===== config.mk =====
export PLATFORM = sky130hd
export DESIGN_NAME = spi_flash_read_sched_flat
export DESIGN_NICKNAME = d
export VERILOG_FILES = /design/src/rtl/spi_flash_pkg.sv /design/src/rtl/spi_flash_read_sched_if.sv /design/src/rtl/spi_flash_seg_calc.sv /design/src/rtl/spi_flash_read_sched.sv /design/src/flat_wrapper.sv
export SDC_FILE = /design/constraint.sdc
export NUM_CORES = 1
export LEC_CHECK = 0
export BUFFER_PORTS_ARGS = -buffer_cell sky130_fd_sc_hd__buf_2
export CORE_UTILIZATION = 40
export DETAILED_ROUTE_END_ITERATION = 16
export GPL_ROUTABILITY_DRIVEN = 1
export GPL_TIMING_DRIVEN = 0
export PLACE_DENSITY = 0.7
export SYNTH_ARGS = -nofsm -noshare
export SYNTH_HDL_FRONTEND = slang
export SYNTH_HIERARCHICAL = 1
export SYNTH_SLANG_ARGS = --single-unit

===== constraint.sdc =====
create_clock -name system_clk -period 2.4 [get_ports system_clk]
set_clock_uncertainty 0.15 [all_clocks]
set_input_delay 0.24 -clock system_clk [delete_from_list [all_inputs] [get_ports system_clk]]
set_output_delay 0.24 -clock system_clk [all_outputs]
set_load 0.005 [all_outputs]

===== src/rtl/spi_flash_pkg.sv =====
// Shared types for the spi_flash_read request scheduler: FSM states, read-mode
// codes, geometry defaults and the segment record produced by the splitter.
package spi_flash_pkg;

  localparam int DIE_SIZE_LOG2_DEF = 25;
  localparam int SEG_MAX_LOG2_DEF  = 12;

  typedef enum logic [1:0] {
    ST_IDLE  = 2'd0,
    ST_CALC  = 2'd1,
    ST_ISSUE = 2'd2,
    ST_WAIT  = 2'd3
  } state_e;

  typedef enum logic [1:0] {
    MODE_SINGLE = 2'b00,
    MODE_DUAL   = 2'b01,
    MODE_QUAD   = 2'b10
  } mode_e;

  typedef struct packed {
    logic [31:0] start_addr;
    logic [31:0] end_addr;
    logic        switch_die;
  } seg_t;

  // The reserved code 11 falls back to single-line reads.
  function automatic logic [1:0] norm_mode(input logic [1:0] m);
    logic [1:0] r;
    r = (m == 2'b11) ? MODE_SINGLE : m;
    return r;
  endfunction

endpackage


===== src/rtl/spi_flash_read_sched_if.sv =====
// Job request handshake plus the per-segment command bus towards spi_flash_read.
// valid/ready: a job transfers on a rising clock edge where req_valid && req_ready;
// the requester may change or drop req_* freely when no transfer happens.
interface spi_flash_read_sched_if;
  logic        req_valid;
  logic        req_ready;
  logic [31:0] req_addr;
  logic [31:0] req_len;
  logic [1:0]  req_mode;
  logic [31:0] start_addr;
  logic [31:0] end_addr;
  logic [1:0]  mode;
  logic        switch_die_need;
  logic        start_flag;
  logic        read_finish;
  logic        busy;
  logic        done;
  logic        err;
  logic        timeout;

  modport master (
    output req_valid, req_addr, req_len, req_mode, read_finish,
    input  req_ready, start_addr, end_addr, mode, switch_die_need,
    input  start_flag, busy, done, err, timeout
  );

  modport slave (
    input  req_valid, req_addr, req_len, req_mode, read_finish,
    output req_ready, start_addr, end_addr, mode, switch_die_need,
    output start_flag, busy, done, err, timeout
  );
endinterface


===== src/rtl/spi_flash_seg_calc.sv =====
// Combinational segment splitter: clips the remaining range at the next aligned
// segment boundary and the next die boundary, and flags a die change.
module spi_flash_seg_calc
  import spi_flash_pkg::*;
#(
  parameter int DIE_SIZE_LOG2 = DIE_SIZE_LOG2_DEF,
  parameter int SEG_MAX_LOG2  = SEG_MAX_LOG2_DEF
) (
  input  logic [31:0]              cur_addr,
  input  logic [31:0]              last,
  input  logic [31-DIE_SIZE_LOG2:0] cur_die,
  output seg_t                     seg
);

  localparam logic [31:0] SEG_MASK = 32'((64'd1 << SEG_MAX_LOG2) - 64'd1);
  localparam logic [31:0] DIE_MASK = 32'((64'd1 << DIE_SIZE_LOG2) - 64'd1);

  logic [31:0] seg_lim;
  logic [31:0] die_lim;
  logic [31:0] bound;

  always_comb begin
    seg_lim        = cur_addr | SEG_MASK;
    die_lim        = cur_addr | DIE_MASK;
    bound          = (seg_lim < die_lim) ? seg_lim : die_lim;
    seg.start_addr = cur_addr;
    seg.end_addr   = (last < bound) ? last : bound;
    seg.switch_die = (cur_addr[31:DIE_SIZE_LOG2] != cur_die);
  end

endmodule


===== src/rtl/spi_flash_read_sched.sv =====
// Splits one byte-range read job into die/segment-bounded segments and launches
// them one at a time into spi_flash_read. Optional WAIT watchdog: SPI_FLASH_SCHED_TIMEOUT_EN.
module spi_flash_read_sched
  import spi_flash_pkg::*;
#(
  parameter int DIE_SIZE_LOG2 = DIE_SIZE_LOG2_DEF,
  parameter int SEG_MAX_LOG2  = SEG_MAX_LOG2_DEF
`ifdef SPI_FLASH_SCHED_TIMEOUT_EN
  , parameter int unsigned TIMEOUT_CYCLES = 1048576
`endif
) (
  input  logic                  system_clk,
  input  logic                  system_reset_n,
  spi_flash_read_sched_if.slave bus,
  output state_e                state_dbg
);

  localparam int DIE_W = 32 - DIE_SIZE_LOG2;

  state_e            state_q;
  state_e            state_d;
  logic [31:0]       cur_addr_q;
  logic [31:0]       last_q;
  logic [1:0]        mode_q;
  logic [DIE_W-1:0]  cur_die_q;
  logic [31:0]       start_addr_q;
  logic [31:0]       end_addr_q;
  logic [1:0]        mode_out_q;
  logic              switch_die_q;
  logic              req_ready_q;
  logic              start_flag_q;
  logic              done_q;
  logic              err_q;
  logic              hs;
  logic              bad_job;
  logic              job_done;
  logic              seg_next;
  logic [32:0]       last_sum;
  seg_t              seg;
`ifdef SPI_FLASH_SCHED_TIMEOUT_EN
  logic [31:0]       wait_cnt_q;
  logic              job_timeout;
  logic              timeout_q;
`endif

  // Bit 32 of the inclusive last address flags a range running past 0xFFFFFFFF.
  assign last_sum = {1'b0, bus.req_addr} + {1'b0, bus.req_len} - 33'd1;
  assign bad_job  = (bus.req_len == 32'd0) || last_sum[32];
  assign hs       = (state_q == ST_IDLE) && bus.req_valid && req_ready_q;

  spi_flash_seg_calc #(
    .DIE_SIZE_LOG2 (DIE_SIZE_LOG2),
    .SEG_MAX_LOG2  (SEG_MAX_LOG2)
  ) u_seg_calc (
    .cur_addr (cur_addr_q),
    .last     (last_q),
    .cur_die  (cur_die_q),
    .seg      (seg)
  );

  always_comb begin
    state_d  = state_q;
    job_done = 1'b0;
    seg_next = 1'b0;
`ifdef SPI_FLASH_SCHED_TIMEOUT_EN
    job_timeout = 1'b0;
`endif
    unique case (state_q)
      ST_IDLE: begin
        if (hs && !bad_job) state_d = ST_CALC;
      end
      ST_CALC:  state_d = ST_ISSUE;
      ST_ISSUE: state_d = ST_WAIT;
      ST_WAIT: begin
        if (bus.read_finish) begin
          if (end_addr_q == last_q) begin
            job_done = 1'b1;
            state_d  = ST_IDLE;
          end else begin
            seg_next = 1'b1;
            state_d  = ST_CALC;
          end
        end
`ifdef SPI_FLASH_SCHED_TIMEOUT_EN
        else if (wait_cnt_q == 32'(TIMEOUT_CYCLES - 1)) begin
          job_timeout = 1'b1;
          state_d     = ST_IDLE;
        end
`endif
      end
      default: state_d = ST_IDLE;
    endcase
  end

  always_ff @(posedge system_clk or negedge system_reset_n) begin
    if (!system_reset_n) begin
      state_q      <= ST_IDLE;
      cur_addr_q   <= '0;
      last_q       <= '0;
      mode_q       <= '0;
      cur_die_q    <= '0;
      start_addr_q <= '0;
      end_addr_q   <= '0;
      mode_out_q   <= '0;
      switch_die_q <= 1'b0;
      req_ready_q  <= 1'b0;
      start_flag_q <= 1'b0;
      done_q       <= 1'b0;
      err_q        <= 1'b0;
    end else begin
      state_q      <= state_d;
      req_ready_q  <= (state_d == ST_IDLE);
      start_flag_q <= (state_d == ST_ISSUE);
      done_q       <= job_done;
      err_q        <= hs && bad_job;
      if (hs) begin
        cur_addr_q <= bus.req_addr;
        last_q     <= last_sum[31:0];
        mode_q     <= norm_mode(bus.req_mode);
      end
      // Segment outputs change only here, so they hold through ISSUE, WAIT and IDLE.
      if (state_q == ST_CALC) begin
        start_addr_q <= seg.start_addr;
        end_addr_q   <= seg.end_addr;
        switch_die_q <= seg.switch_die;
        mode_out_q   <= mode_q;
      end
      if (state_q == ST_ISSUE) cur_die_q <= start_addr_q[31:DIE_SIZE_LOG2];
      if (seg_next) cur_addr_q <= end_addr_q + 32'd1;
    end
  end

`ifdef SPI_FLASH_SCHED_TIMEOUT_EN
  always_ff @(posedge system_clk or negedge system_reset_n) begin
    if (!system_reset_n) begin
      wait_cnt_q <= '0;
      timeout_q  <= 1'b0;
    end else begin
      wait_cnt_q <= (state_q == ST_WAIT) ? wait_cnt_q + 32'd1 : 32'd0;
      timeout_q  <= job_timeout;
    end
  end
  assign bus.timeout = timeout_q;
`else
  assign bus.timeout = 1'b0;
`endif

  assign bus.req_ready       = req_ready_q;
  assign bus.start_addr      = start_addr_q;
  assign bus.end_addr        = end_addr_q;
  assign bus.mode            = mode_out_q;
  assign bus.switch_die_need = switch_die_q;
  assign bus.start_flag      = start_flag_q;
  assign bus.busy            = (state_q != ST_IDLE);
  assign bus.done            = done_q;
  assign bus.err             = err_q;
  assign state_dbg           = state_q;

endmodule


===== src/flat_wrapper.sv =====
// flat-port wrapper written by rule: the top's interface ports become plain ports
module spi_flash_read_sched_flat import spi_flash_pkg::*;
#(
  parameter int DIE_SIZE_LOG2 = DIE_SIZE_LOG2_DEF,
  parameter int SEG_MAX_LOG2  = SEG_MAX_LOG2_DEF

)
  (system_clk, system_reset_n, state_dbg, bus_req_valid, bus_req_addr, bus_req_len, bus_req_mode, bus_read_finish, bus_req_ready, bus_start_addr, bus_end_addr, bus_mode, bus_switch_die_need, bus_start_flag, bus_busy, bus_done, bus_err, bus_timeout);
  spi_flash_read_sched_if bus_i ();
  input  logic system_clk;
  input  logic system_reset_n;
  output state_e state_dbg;
  input wire logic [$bits(bus_i.req_valid)-1:0] bus_req_valid;
  input wire logic [$bits(bus_i.req_addr)-1:0] bus_req_addr;
  input wire logic [$bits(bus_i.req_len)-1:0] bus_req_len;
  input wire logic [$bits(bus_i.req_mode)-1:0] bus_req_mode;
  input wire logic [$bits(bus_i.read_finish)-1:0] bus_read_finish;
  output wire logic [$bits(bus_i.req_ready)-1:0] bus_req_ready;
  output wire logic [$bits(bus_i.start_addr)-1:0] bus_start_addr;
  output wire logic [$bits(bus_i.end_addr)-1:0] bus_end_addr;
  output wire logic [$bits(bus_i.mode)-1:0] bus_mode;
  output wire logic [$bits(bus_i.switch_die_need)-1:0] bus_switch_die_need;
  output wire logic [$bits(bus_i.start_flag)-1:0] bus_start_flag;
  output wire logic [$bits(bus_i.busy)-1:0] bus_busy;
  output wire logic [$bits(bus_i.done)-1:0] bus_done;
  output wire logic [$bits(bus_i.err)-1:0] bus_err;
  output wire logic [$bits(bus_i.timeout)-1:0] bus_timeout;
  assign bus_i.req_valid = bus_req_valid;
  assign bus_i.req_addr = bus_req_addr;
  assign bus_i.req_len = bus_req_len;
  assign bus_i.req_mode = bus_req_mode;
  assign bus_i.read_finish = bus_read_finish;
  assign bus_req_ready = bus_i.req_ready;
  assign bus_start_addr = bus_i.start_addr;
  assign bus_end_addr = bus_i.end_addr;
  assign bus_mode = bus_i.mode;
  assign bus_switch_die_need = bus_i.switch_die_need;
  assign bus_start_flag = bus_i.start_flag;
  assign bus_busy = bus_i.busy;
  assign bus_done = bus_i.done;
  assign bus_err = bus_i.err;
  assign bus_timeout = bus_i.timeout;
  spi_flash_read_sched #(.DIE_SIZE_LOG2(DIE_SIZE_LOG2), .SEG_MAX_LOG2(SEG_MAX_LOG2)) u_core (.system_clk(system_clk), .system_reset_n(system_reset_n), .bus(bus_i), .state_dbg(state_dbg));
endmodule

==> metrics.txt, run 1 <==
Critical Path AT=around 3.0 ns; num rows=just under 60; Least-Margin Pin Slew=about 0.89 ns; post-synthesis cell area=10400 um2; number of global-route vias before repair=8685; worst setup path class=flip-flop to flip-flop; MaxCap Viol Count=0; synthesized flop and latch total=~150; fin cells=1677; Syn Area/Cell=between 9 and 10 um2; H-Tree Depth=4; Cells after Synth=1125; pin count of the biggest net entering global routing=93; count of final setup violators=32; Via Count=9059; sequential-to-total area share from yosys stat=35.0%; first-pass GRT wire length=approximately 48 mm; CTS Root Buffer Type=clkbuf_16; Cell Area, Placed=roughly 12000 um2; Routability Congestion=approximately 0.93; commonest cells after routing, fill and taps aside=141 x dfrtp_1, 134 x inv_1, 132 x buf_2; share of cells above drive strength 1=between 30% and 40%; Via density=5.40; CTS Buf Count=17; max layer used=met4; Crit Path Max Fanout=3; sequential cell area=about 3700 um2; worst rel slew slack=about two fifths; min-delay worst type=input port to flip-flop; die width=around 160 um; multi-input logic area=around 6400 um2; critical path endpoint category=flip-flop; Fin Hold WS=-0.00296 ns; design area=13500 um2; Post-route DRC=0; DRT met1 WL=around 13 mm; CTS Buffer Depth=2; Worst-Skew Late Latency=0.42 ns; DR WL/cell=about 19 um; Synth Flop Type=dfrtp_1; DR iter-0 viols=between 800 and 900; Post-synth EDFFs=0; Area Growth Syn to Fin=29.2%; antenna cells=0; status=finished, violations left; gr ovfl total=0; CTS clock-pin slew for the worst setup and hold paths=0.06 ns; initial antenna violation count=1; Die Span Y=~160 um; placed cells=approximately 1600; Synthesized Nets=1280; Critical Path Source Type=flip-flop; Hold Vio Cnt, Final=1; Fill cells=about 2200; router iterations before antenna repair=7; nets@finish=1489; pwr/cell area=around 1100 nW/um2; DRT Wirelength=31.7 mm; Final Critical Period=between 2 and 3 ns; Final Cycle Share=117%; RSZ-0062 raised after global routing=yes; antenna viol nets, final=0; Ports=~150; commonest non-fill, non-tap cell in the layout=dfrtp_1; core area=25400 um2; asr flop ratio synth=100%; Yosys warnings=6; metal3 WL=~2.2 mm; synth unique cells=63; die area=around 27000 um2; Pleak=between 6 and 7 nW; Clock Sinks=~150; FMAX=roughly 360 MHz; Final HPWL DP=~23 mm; Final Worst Setup Slack=-0.417 ns; Slew Viols, Final=0; IO buf count=~140; critical path required time=approximately 2.6 ns; Max IR drop VDD=roughly 570 uV; met2 WL post-DR=between 10 and 15 mm; violated checks=hold timing, setup timing; total global-route track usage=a little under a quarter; initial core utilization=about two fifths; CTS tree=yes
[flip-flops by register name, summed over array words and instances, names as in the netlist]
signal	count
u_core/last_q	32
u_core/cur_die_q	7
u_core/bus.err	1
u_core/mode_q	2
u_core/state_dbg	2
u_core/bus.done	1
u_core/bus.mode	2
u_core/bus.req_ready	1
u_core/bus.start_addr	32
u_core/bus.end_addr	32
u_core/bus.switch_die_need	1
u_core/bus.start_flag	1
u_core/cur_addr_q	32
[synthesized netlist by cell type, types with 4 or more instances]
library cell | instances | area, um2
a211oi_1 | 19 | 143
a21boi_0 | 4 | 30.0
a21o_1 | 19 | 143
a21oi_1 | 50 | 250
and2_1 | 17 | 106
and3_1 | 13 | 81.3
buf_1 | 6 | 22.5
buf_2 | 7 | 35.0
buf_4 | 33 | 248
clkbuf_1 | 28 | 105
dfrtp_1 | 146 | 3650
ha_1 | 84 | 1050
inv_1 | 157 | 589
mux2_2 | 76 | 856
mux2_4 | 18 | 270
mux2i_1 | 16 | 160
nand2_1 | 89 | 334
nand2b_1 | 15 | 93.8
nand3_1 | 27 | 135
nand4_1 | 26 | 163
nor2_1 | 28 | 105
nor2b_1 | 6 | 37.5
nor3_1 | 6 | 30.0
nor4_1 | 14 | 87.6
o211ai_1 | 5 | 37.5
o21a_1 | 7 | 52.6
o21ai_0 | 60 | 300
o21ai_1 | 4 | 20.0
o221ai_1 | 4 | 35.0
xnor2_1 | 58 | 508
xor2_1 | 36 | 315
[critical path, stage by stage, from the launching register on]
cell and delay, ns:
dfrtp_1 0.41, inv_2 0.08, ha_4 0.20, a22o_1 0.22
o41ai_2 0.39, o211ai_1 0.20, a21oi_2 0.19, buf_6 0.14
buf_4 0.14, mux2_2 0.32, mux2_2 0.26
[repair_timing]
| action | CTS | global route |
|---|---|---|
| resized for setup | 54 | 119 |
| endpoints found under the hold margin | 65 | 0 |
| setup endpoints to repair | 96 | 81 |
| cloned | 1 | 1 |
| buffers inserted | 22 | 16 |
| hold buffers | 12 | 0 |
| pin swaps | 23 | 47 |
[where the power goes]
group / internal [mW] / switching, mW
Combinational: 3.98 / 3.44
Clock: 1.71 / 1.11
Sequential: 3.49 / 1.25
Total: 9.18 / 5.80
[final timing paths]
kind	startpoint	endpoint	slack [ns]	cells after the start
min in group asynchronous	system_reset_n	u_core/bus.start_addr[0]$_DFFE_PN0P_	0.20	2
worst min register to register	u_core/mode_q[1]$_DFFE_PN0P_	u_core/mode_q[1]$_DFFE_PN0P_	0.33	2
worst max register to register	u_core/cur_addr_q[15]$_DFFE_PN0P_	u_core/bus.end_addr[31]$_DFFE_PN0P_	-0.42	10
worst min-delay path	bus_req_addr[2]	u_core/cur_addr_q[2]$_DFFE_PN0P_	-0.003	3
max in group asynchronous	system_reset_n	u_core/cur_addr_q[30]$_DFFE_PN0P_	1.03	3
worst max-delay path	u_core/cur_addr_q[15]$_DFFE_PN0P_	u_core/bus.end_addr[31]$_DFFE_PN0P_	-0.42	10
[final cells by class]
class                      instances  share of cell area, %
clock buffer                      19                   3.36
multi-input combinational        746                   47.7
sequential                       146                   27.1
tap                              330                   3.06
inverter                         157                   4.48
buffer                            71                   3.53
timing repair buffer             195                   9.47
clock inverter                    13                   1.28
[stage by stage]
stage	setup TNS [ns]	setup slack (ns)	hold slack [ns]	power, mW	util [%]
final	-11.33	-0.417	-0.00296	15.0	53.1
after global routing	-12.21	-0.428	0.0187	15.8	53.1
after CTS	-7.88	-0.291	0.000474	14.5	51.1
after detailed placement	-35.42	-0.530	0.0846	11.1	46.6
after global placement	-212.64	-1.24	0.299	10.9	46.4
after floorplan	-1.86	-0.0982	-0.206	9.10	-
[cells by family (layout without fill, tap and decap cells)]
logic type | Yosys count | count (layout) | synth area share [%]
other | 1 | 1 | 0.0359
buffers and inverters | 233 | 455 | 9.79
flip-flops | 146 | 146 | 35.0
AND/OR/NAND/NOR | 252 | 252 | 12.2
XOR/XNOR | 94 | 94 | 7.89
multiplexers | 110 | 110 | 12.3
AO/OA/AOI/OAI | 204 | 204 | 12.5
adder cells (fa/ha/maj) | 85 | 85 | 10.3
[routing by layer]
layer  track usage [%]  vias up
li1                  -     4226
met1              30.1     4357
met2              37.8      386
met3              4.44       90
met4              12.0        0
met5                 0        -
No activity file was read; power rests on OpenSTA's default activity.
==> run 2, diff against run 1 <==
CELL_PAD_IN_SITES_DETAIL_PLACEMENT = 1   (was default)
CELL_PAD_IN_SITES_GLOBAL_PLACEMENT = 1   (was default)
PLACE_DENSITY = 0.85   (was 0.7)
==> metrics.txt, run 2 (synthesized netlist as in run 1, its figures left out) <==
violated checks=hold timing, setup timing; count of final setup violators=slightly below 90; router iterations before antenna repair=6; CTS tree=yes; IO buf count=143; critical path required time=2.53 ns; met2 GRT Util=56.2%; total global-route track usage=a little over a third; worst setup path class=flip-flop to flip-flop; core area=about 25000 um2; Fill cells=approximately 2700; Fin Hold WS=-0.00138 ns; CTS clock-pin slew for the worst setup and hold paths=roughly 0.070 ns; Critical Path AT=between 3 and 4 ns; status=finished, violations left; Max IR drop VDD=645 uV; FMAX=a little over 300 MHz; met3 Usage GRT=between 10% and 20%; Routability Congestion=between 0.9 and 1; hold endpoint=u_core/cur_addr_q[12]$_DFFE_PN0P_; Area Growth Syn to Fin=41.5%; worst rel slew slack=around a fifth; worst-case reg-to-reg path depth=8; Worst R2R Start=u_core/last_q[29]$_DFFE_PN0P_; DR WL/cell=approximately 35 um; min-delay worst type=input port to flip-flop; Hold Path Stages=3; Die Span Y=about 160 um; Ports=145; H-Tree Depth=4; RSZ-0062 raised after global routing=yes; Least-Margin Pin Slew=1.18 ns; MaxCap Viol Count=0; Worst R2R End=u_core/cur_addr_q[31]$_DFFE_PN0P_; met1 Use GR=between 40% and 50%; placed cells=roughly 1600; num rows=between 50 and 60; initial core utilization=between 40% and 50%; Hold Vio Cnt, Final=1; Slew Viols, Final=0; Via Count=~12000; Final Worst Setup Slack=-0.853 ns; Via density=a little under 7; Post-route DRC=0; crit-path max cell delay=roughly 0.59 ns; most used routing layer=met2; commonest non-fill, non-tap cell in the layout=dfrtp_1; DRT Wirelength=around 60 mm; worst path bufs/invs=2; initial antenna violation count=2; CTS Root Buffer Type=clkbuf_16; cell family with most CP delay=compound AO/OA/AOI/OAI gates; die width=between 150 and 200 um; total negative setup slack=-41.43 ns; gr ovfl total=0; CTS Buffer Depth=2; share of cells above drive strength 1=around 45%; Critical Path Source Type=flip-flop; Pleak=7.10 nW; Worst-Skew Late Latency=~0.47 ns; hold path start=bus_req_addr[12]; Final Critical Period=between 3 and 4 ns; Final Cycle Share=136%; commonest cells after routing, fill and taps aside=122 x dfrtp_1, 116 x inv_1, 112 x buf_2; pwr/cell area=1290 nW/um2; antenna viol nets, final=0; nets@finish=about 1500; worst reg-to-reg setup slack=-0.85 ns; CTS Buf Count=17; slowest CP cell=a211oi_2; DR iter-0 viols=roughly 1700; critical path endpoint category=flip-flop; Crit Path Max Fanout=10; Final HPWL DP=approximately 27 mm; fin cells=about 1700; first-pass GRT wire length=slightly above 70 mm; number of global-route vias before repair=~11000; die area=about 27000 um2; pin count of the biggest net entering global routing=89; CP Cell Sequence=xnor2_2, nand4_1, nor4_4, a21oi_4, buf_6, buf_12, a211oi_2, a21oi_1; Clock Sinks=146
==> run 2: metal layers <==
metal | vias up | wire (um) | share of wire, %
met2 | 1168 | 25600 | 43
met4 | 4 | 5400 | 9.1
li1 | 4279 | - | -
met1 | 5610 | 20700 | 35
met3 | 480 | 7220 | 12
met5 | - | 109 | 0.18
==> run 2: worst register-to-register path: cells and delay by family (launching register included) <==
| kind | cells | cell delay (ns) |
|---|---|---|
| compound gates | 3 | 0.92 |
| xor+xnor | 1 | 0.52 |
| buf+inv | 2 | 0.30 |
| flops | 1 | 0.47 |
| simple gates | 2 | 0.71 |
==> run 2: worst max path at each step <==
stage	slack [ns]	start	end	cells after the start
after global placement	-1.24	system_reset_n	u_core/bus.start_addr[25]$_DFFE_PN0P_	1
after detailed placement	-0.57	bus_req_addr[1]	u_core/last_q[31]$_DFFE_PN0P_	14
after CTS	-0.35	u_core/cur_addr_q[15]$_DFFE_PN0P_	u_core/bus.end_addr[24]$_DFFE_PN0P_	10
after global routing	-0.83	u_core/bus.end_addr[22]$_DFFE_PN0P_	u_core/cur_addr_q[31]$_DFFE_PN0P_	8
final	-0.85	u_core/last_q[29]$_DFFE_PN0P_	u_core/cur_addr_q[31]$_DFFE_PN0P_	8
after floorplan	-0.1	bus_req_addr[1]	u_core/last_q[31]$_DFFE_PN0P_	13
==> run 2: power by group <==
part	internal (mW)	leakage, nW	switching (mW)
clock network	1.78	0.296	1.34
logic	4.99	4.95	5.65
registers	3.50	1.85	1.81
total	10.3	7.10	8.80
==> run 2: final cells by class <==
| class | count | area (um2) | area share [%] |
|---|---|---|---|
| multi-input cells | 746 | 7200 | 48.7 |
| flip-flops and latches | 146 | 3680 | 24.9 |
| repair buffers | 224 | 1700 | 11.5 |
| inverters | 157 | 632 | 4.28 |
| plain buffers | 68 | 493 | 3.34 |
| clock buffers | 18 | 439 | 2.97 |
| well taps | 330 | 413 | 2.80 |
| clock inverters | 14 | 201 | 1.36 |
| diodes | 1 | 2.50 | 0.0169 |
==> run 2: what timing repair did <==
| item | in CTS | in global routing |
|---|---|---|
| gates resized for setup | 140 | 278 |
| endpoints found under the setup margin | 106 | 115 |
| buffers inserted | 30 | 35 |
| hold buffers | 12 | 2 |
| pin swaps | 45 | 79 |
| cloned | 3 | 0 |
| hold endpoints to repair | 69 | 2 |
==> run 2: per-stage QoR <==
stage	cell area (um2)	power [mW]	setup WS, ns	utilization [%]
floorplan	10700	9.10	-0.0982	-
global placement	11800	10.9	-1.24	46.4
detailed placement	11800	11.4	-0.574	46.6
CTS	13400	15.6	-0.349	52.8
global route	14800	19.2	-0.830	58.1
finish	14800	19.1	-0.853	58.1
